--- src/rtl/fifo_burst_reader.sv ---
// fifo_burst_reader: pops len words from a FIFO onto a valid/ready stream; FIFO_BURST_READER_TIMEOUT_EN adds an empty-FIFO abort
module fifo_burst_reader #(
  parameter int WIDTH = 8,
  parameter int MAX_LEN = 16,
  parameter int TIMEOUT = 32,
  localparam int LW = $clog2(MAX_LEN + 1)
) (
  input  logic             clk,
  input  logic             rst,
  input  logic             start,
  input  logic [LW-1:0]    len,
  output logic             busy,
  output logic             done,
  output logic             timeout_err,
  output logic             fifo_rd_en,
  input  logic [WIDTH-1:0] fifo_rd_data,
  input  logic             fifo_empty,
  output logic             m_valid,
  input  logic             m_ready,
  output logic [WIDTH-1:0] m_data,
  output logic             m_last
);
  typedef enum logic [1:0] {
    IDLE,
    XFER,
`ifdef FIFO_BURST_READER_TIMEOUT_EN
    DRAIN,
    ABORT
`else
    DRAIN
`endif
  } state_t;
  state_t state, nxt;
  logic [LW-1:0] remaining;
  logic pop, hs, accept, done_nxt, to_hit;
  assign hs = m_valid && m_ready;
  assign accept = (state == IDLE) && start;
  assign pop = (state == XFER) && (remaining != '0) && !fifo_empty && (!m_valid || m_ready);
  assign fifo_rd_en = pop;
  assign busy = state != IDLE;
`ifdef FIFO_BURST_READER_TIMEOUT_EN
  localparam int CW = $clog2(TIMEOUT + 1);
  logic [CW-1:0] cnt;
  assign to_hit = (state == XFER) && (remaining != '0) && fifo_empty && (cnt == CW'(TIMEOUT - 1));
  // Count consecutive starved cycles; the sticky error clears on the next accepted command
  always_ff @(posedge clk or posedge rst)
    if (rst) begin
      cnt <= '0;
      timeout_err <= 1'b0;
    end else begin
      cnt <= (state != XFER || pop) ? '0 : (fifo_empty && remaining != '0) ? cnt + CW'(1) : cnt;
      timeout_err <= accept ? 1'b0 : to_hit ? 1'b1 : timeout_err;
    end
`else
  assign to_hit = 1'b0;
  assign timeout_err = 1'b0;
`endif
  // Next state and the completion pulse that follows the final handshake or an abort
  always_comb begin
    nxt = state;
    done_nxt = 1'b0;
    case (state)
      IDLE: begin
        nxt = (start && len != '0) ? XFER : IDLE;
        done_nxt = start && len == '0;
      end
      XFER: nxt = to_hit ? state_t'(2'd3) : (pop && remaining == LW'(1)) ? DRAIN : XFER;
      DRAIN: begin
        nxt = (hs && m_last) ? IDLE : DRAIN;
        done_nxt = hs && m_last;
      end
      default: begin
        nxt = m_valid ? state : IDLE;
        done_nxt = !m_valid;
      end
    endcase
  end
  // State register
  always_ff @(posedge clk or posedge rst)
    if (rst) state <= IDLE;
    else state <= nxt;
  // Beat register: load on pop, hold while stalled, clear after an unreplaced handshake
  always_ff @(posedge clk or posedge rst)
    if (rst) begin
      remaining <= '0;
      m_valid <= 1'b0;
      m_data <= '0;
      m_last <= 1'b0;
      done <= 1'b0;
    end else begin
      done <= done_nxt;
      if (accept) remaining <= (len > LW'(MAX_LEN)) ? LW'(MAX_LEN) : len;
      else if (pop) remaining <= remaining - LW'(1);
      if (pop) begin
        m_data <= fifo_rd_data;
        m_valid <= 1'b1;
        m_last <= remaining == LW'(1);
      end else if (hs) begin
        m_valid <= 1'b0;
        m_last <= 1'b0;
      end
    end
endmodule

--- config.mk ---
export PLATFORM = sky130hd
export DESIGN_NAME = fifo_burst_reader
export DESIGN_NICKNAME = d
export VERILOG_FILES = /design/src/rtl/fifo_burst_reader.sv
export SDC_FILE = /design/constraint.sdc
export NUM_CORES = 1
export LEC_CHECK = 0
export BUFFER_PORTS_ARGS = -buffer_cell sky130_fd_sc_hd__buf_4
export CORE_UTILIZATION = 44
export CTS_BUF_LIST = sky130_fd_sc_hd__clkbuf_4 sky130_fd_sc_hd__clkbuf_8 sky130_fd_sc_hd__clkbuf_16
export CTS_CLUSTER_DIAMETER = 50
export DETAILED_ROUTE_END_ITERATION = 6
export PLACE_DENSITY = 0.81
export SLEW_MARGIN = 20
export SYNTH_ARGS = -nofsm -noshare
export SYNTH_HDL_FRONTEND = slang
export SYNTH_SLANG_ARGS = --single-unit
--- constraint.sdc ---
create_clock -name clk -period 1.91 [get_ports clk]
set_clock_uncertainty 0.1 [all_clocks]
set_input_delay 0.0955 -clock clk [delete_from_list [all_inputs] [get_ports clk]]
set_output_delay 0.0955 -clock clk [all_outputs]
set_load 0.02 [all_outputs]
Word level (Yosys, flattened, before mapping)
Index checks and enable logic that the tools add are counted.

Bits in registers: 18. Input port bits: 18.

Add/subtract/negate cells: 1. $lt $le $gt $ge: 1. Eq/ne operators: 4. Mux-type cells: 12. Reductions and logical operators: 19.

Operator list (number): $mux W5 (3); $reduce_bool A5 Y1 (2); $logic_and A1 B1 Y1 (9); $mux W2 (3); $pmux W2 S3 (1); $reduce_bool A2 Y1 (3); $eq A5 B1 Y1 const B (1); $gt A5 B5 Y1 const B (1); $logic_not A5 Y1 (1); $sub A5 B1 Y5 const B (1); $mux W1 (4); $ne A4 B1 Y1 const B (1); $pmux W1 S3 (1); $eq A2 B1 Y1 const B (1); $eq A2 B2 Y1 const B (1); $logic_not A1 Y1 (2); $logic_not A2 Y1 (1); $logic_or A1 B1 Y1 (1).

Depth between registers and ports, before layout
Depth after elaboration: 7. Depth in mapped cells: 8.

Least setup slack after synthesis
No wires, ideal clock.

Path type: register -> register. Start point: reg remaining[1]. End point: reg m_data[0]. Setup time: 0.125 ns. Arrival time: 1.765 ns. Data required time: 1.685 ns. Path slack: -0.080 ns. Cell stages (with the launch flop): 8. Period minus slack after synthesis: 1.990 ns. Cells stage by stage: dfrtp_1 inv_1 ha_1 or4b_1 buf_2 and3_4 buf_6 mux2_4.

Word-level cells in the longest chain between the ends: 4.

Ends and longest elaborated chain: start, declared (line 34) `logic [LW-1:0] remaining;`; start signal, assigned (line 92) `if (accept) remaining <= (len > LW'(MAX_LEN)) ? LW'(MAX_LEN) : len;`; start signal, assigned (line 93) `else if (pop) remaining <= remaining - LW'(1);`; $reduce_bool A5 Y1 (line 38) `assign pop = (state == XFER) && (remaining != '0) && !fifo_empty && (!m_valid || m_ready);`; $logic_and A1 B1 Y1 (3 in series) (line 38); net fifo_rd_en (line 15) `output logic fifo_rd_en,`; end signal, assigned (line 95) `m_data <= fifo_rd_data;`; end, declared (line 20) `output logic [WIDTH-1:0] m_data,`.

The timed path passes the listed nets, and every way through them passes these cells. A chain may end at the register's enable or synchronous reset.

Final worst setup path
Start point: reg remaining[0]. End point: reg m_data[3].

Word-level cells in the longest chain between the ends: 4.

Ends and longest elaborated chain (line): $reduce_bool A5 Y1 (38); $logic_and A1 B1 Y1 (3 in series) (38).

Every way passes these cells.

==> impl_metrics.tcl <==
set metrics [dict create \
    status "finished with violations" \
    violations "negative setup slack" \
    io_pins 32 \
    required_ns 2.00 \
    yosysMostFrequentCell "dfrtp_1" \
    critPathTopFamily "simple AND/OR/NAND/NOR gates" \
    synthCells 94 \
    fin_nets 176 \
    grt_max_degree 19 \
    yosys.area.top_type "dfrtp_1" \
    slew_viol_final 0 \
    cts_sinks 18 \
    ys.flop_type "dfrtp_1" \
    synth_top_area_share_pct 44.83 \
    core_area_um2 2062 \
    fin_crit_sh_pct 100.6 \
    dr.pass1.iters 4 \
    pwr-share-clk_pct 10.6 \
    die_y_um 49.79 \
    grt_pass1_vias 859 \
    gp_congestion 0.8284 \
    grt-ovfl-total 0 \
    cp.buffers_inverters 2 \
    finalHoldViolations 0 \
    crit_chain "inv_2, ha_1, or4b_4, and3_4, buf_12, mux2_4" \
    stdcell_count 177 \
    seq_area_frac_synth_pct 44.83 \
    combPwrFrac_pct 57.4 \
    cts_buffers 3 \
    setup_viol 6 \
    htreeDepth 1 \
    rsz0062_at_grt "yes" \
    cts_tree "yes" \
    drtAntennaViolNets 0 \
    wirelength_um 2496 \
    dp_hpwl_um 1596 \
    vias 913 \
    slew_headroom_pct 54.62 \
    synth.area.top_cells "dfrtp_1 (45%), mux2_4 (9.0%), ha_1 (8.7%)" \
    io_buffer_count 30 \
    ys_top_cells_by_count "dfrtp_1 (18), nand2_1 (9), ha_1 (7), inv_1 (7), mux2_4 (6)" \
    p_seq_share_pct 32.1 \
    start_kind "register" \
    async_reset_ff_share_pct 100.0 \
    yosysUniqueCellTypes 33 \
    place_ws_ns 0.06095 \
    grtUsageTotal_pct 20.33 \
    crit_path_max_fanout 6 \
    critical_path.max_stage_delay_ns 0.47 \
    start_util_pct 48.73 \
    synth-seq-cells 18 \
    cts_root_buffer "clkbuf_4" \
    dieArea_um2 2479 \
    synth_edf_count 0 \
    cp-end-kind "register" \
    p_leak_nw 0.7463 \
    core.rowCount 16 \
    clk_latency_ns 0.29 \
    yosysWarnings 0 \
    period_needed_ns 1.922 \
    fmax_ghz 0.5202 \
    drc_errors 0 \
    power_density_nw_per_um2 1472 \
    crit_slowest_cell "or4b_4" \
    fin_area_um2 1529 \
    die_x_um 49.79 \
    syn_nets 119 \
    dp_cells 150 \
    grt_first_pass_wirelength_um 3788 \
    wl_per_cell_um 14.10 \
    cts_buffer_depth 2 \
    worstMarginPinSlew_ns 0.6799 \
    via_per_inst 5.158 \
    hold_class "in -> reg" \
    ir_drop_mv 0.8459 \
    sw_frac_of_total_pct 39.67 \
    power.internal_w 0.001358 \
    drt-initial-drc-count 13 \
    antenna_cells 0 \
    syn_avg_cell_area_um2 10.69 \
    place_area_um2 1259 \
    area_delta_synth_final_pct 52.18 \
    syn_area_um2 1005 \
    layout-drive-gt1-share_pct 40.00 \
    p_switching_w 0.0008932 \
    clk_pin_slew_ns 0.11 \
    drv_cap 0 \
    antenna_found_initial 0 \
    crit_arrival_ns 2.01 \
    post-route-worst-setup-slack_ns -0.01228 \
    crit_type "reg -> reg" \
    rrSetupSlack_ns -0.01 \
]
## power by group through the flow
stage	clock network [W]	logic [W]	registers [W]
detailed placement	0	0.00109	0.000713
finish	0.000238	0.00129	0.000722
CTS	0.000238	0.00123	0.000710
global placement	0	0.00106	0.000700
floorplan	0	0.000622	0.000821
global route	0.000256	0.00139	0.000743
## flip-flops by register name, summed over array words and instances (netlist names)
| name | cells |
|---|---|
| m_last | 1 |
| remaining | 5 |
| m_data | 8 |
| state | 2 |
| done | 1 |
| m_valid | 1 |
## logic make-up after synthesis
| group | share of synthesized area, % |
|---|---|
| buffers and inverters | 5.355 |
| muxes | 11.21 |
| xor gates and xnor gates | 3.488 |
| and+or+nand+nor | 16.56 |
| AOI/OAI and AO/OA | 9.465 |
| DFF | 44.83 |
| other | 0.3732 |
| adders and majority gates | 8.717 |
## worst min-delay path: cells and delay by family
| family | cells | cell delay (ns) |
|---|---|---|
| AOI/OAI and AO/OA | 1 | 0.08 |
| and+or+nand+nor | 2 | 0.10 |
| buffers and inverters | 1 | 0.09 |
## per-stage QoR
step,total power (W),setup TNS [ns],hold slack (ns),utilization (%)
CTS,0.002176,0,0.002099,72.45
detailed placement,0.001801,0,0.1361,61.04
global route,0.002386,-0.4056,0.04980,74.15
global placement,0.001759,0,0.1304,61.04
floorplan,0.001443,-0.4196,-0.06593,-
finish,0.002251,-0.05025,0.004909,74.15
## what timing repair did
| item | in CTS | in global routing |
|---|---|---|
| setup endpoints to repair | 1 | 12 |
| gates resized for setup | 2 | 2 |
| hold buffers | 13 | 1 |
| endpoints found under the hold margin | 30 | 1 |
| setup buffers | 7 | 2 |
## layout by cell type (no fill, tap or decap), types with 4 or more instances in the layout
cell type,instances
nor2_1,4
buf_4,40
nand4_1,4
dfrtp_1,18
inv_1,5
nand2_1,9
nand3_1,4
ha_1,7
a21oi_1,4
mux2_4,6
dlygate4sd3_1,14
## area by class of cell
cell class,count,area (um^2)
fillers,125,533.0
multi-input cells,65,510.5
inverters,7,26.28
flip-flops and latches,18,450.4
well taps,27,33.78
repair buffers,56,471.7
clock buffers,4,36.28
## worst paths after layout
check | to | cells past startpoint | start
setup / recovery | m_data[3] | 6 | remaining[0]
hold / removal | m_last | 4 | m_ready
setup reg to reg | m_data[3] | 6 | remaining[0]
hold reg to reg | m_data[6] | 1 | m_data[6]
max in group asynchronous | m_data[6] | 3 | rst
min in group asynchronous | m_data[7] | 3 | rst
## routing by layer
layer | vias to the layer above | GRT usage [%] | routed length, um
met4 | 0 | 8.571 | 46
met3 | 6 | 1.852 | 72
met1 | 439 | 27.06 | 1152
met5 | - | 0 | 0
li1 | 439 | - | -
met2 | 29 | 33.56 | 1225
Power figures use the tool's default switching activity.
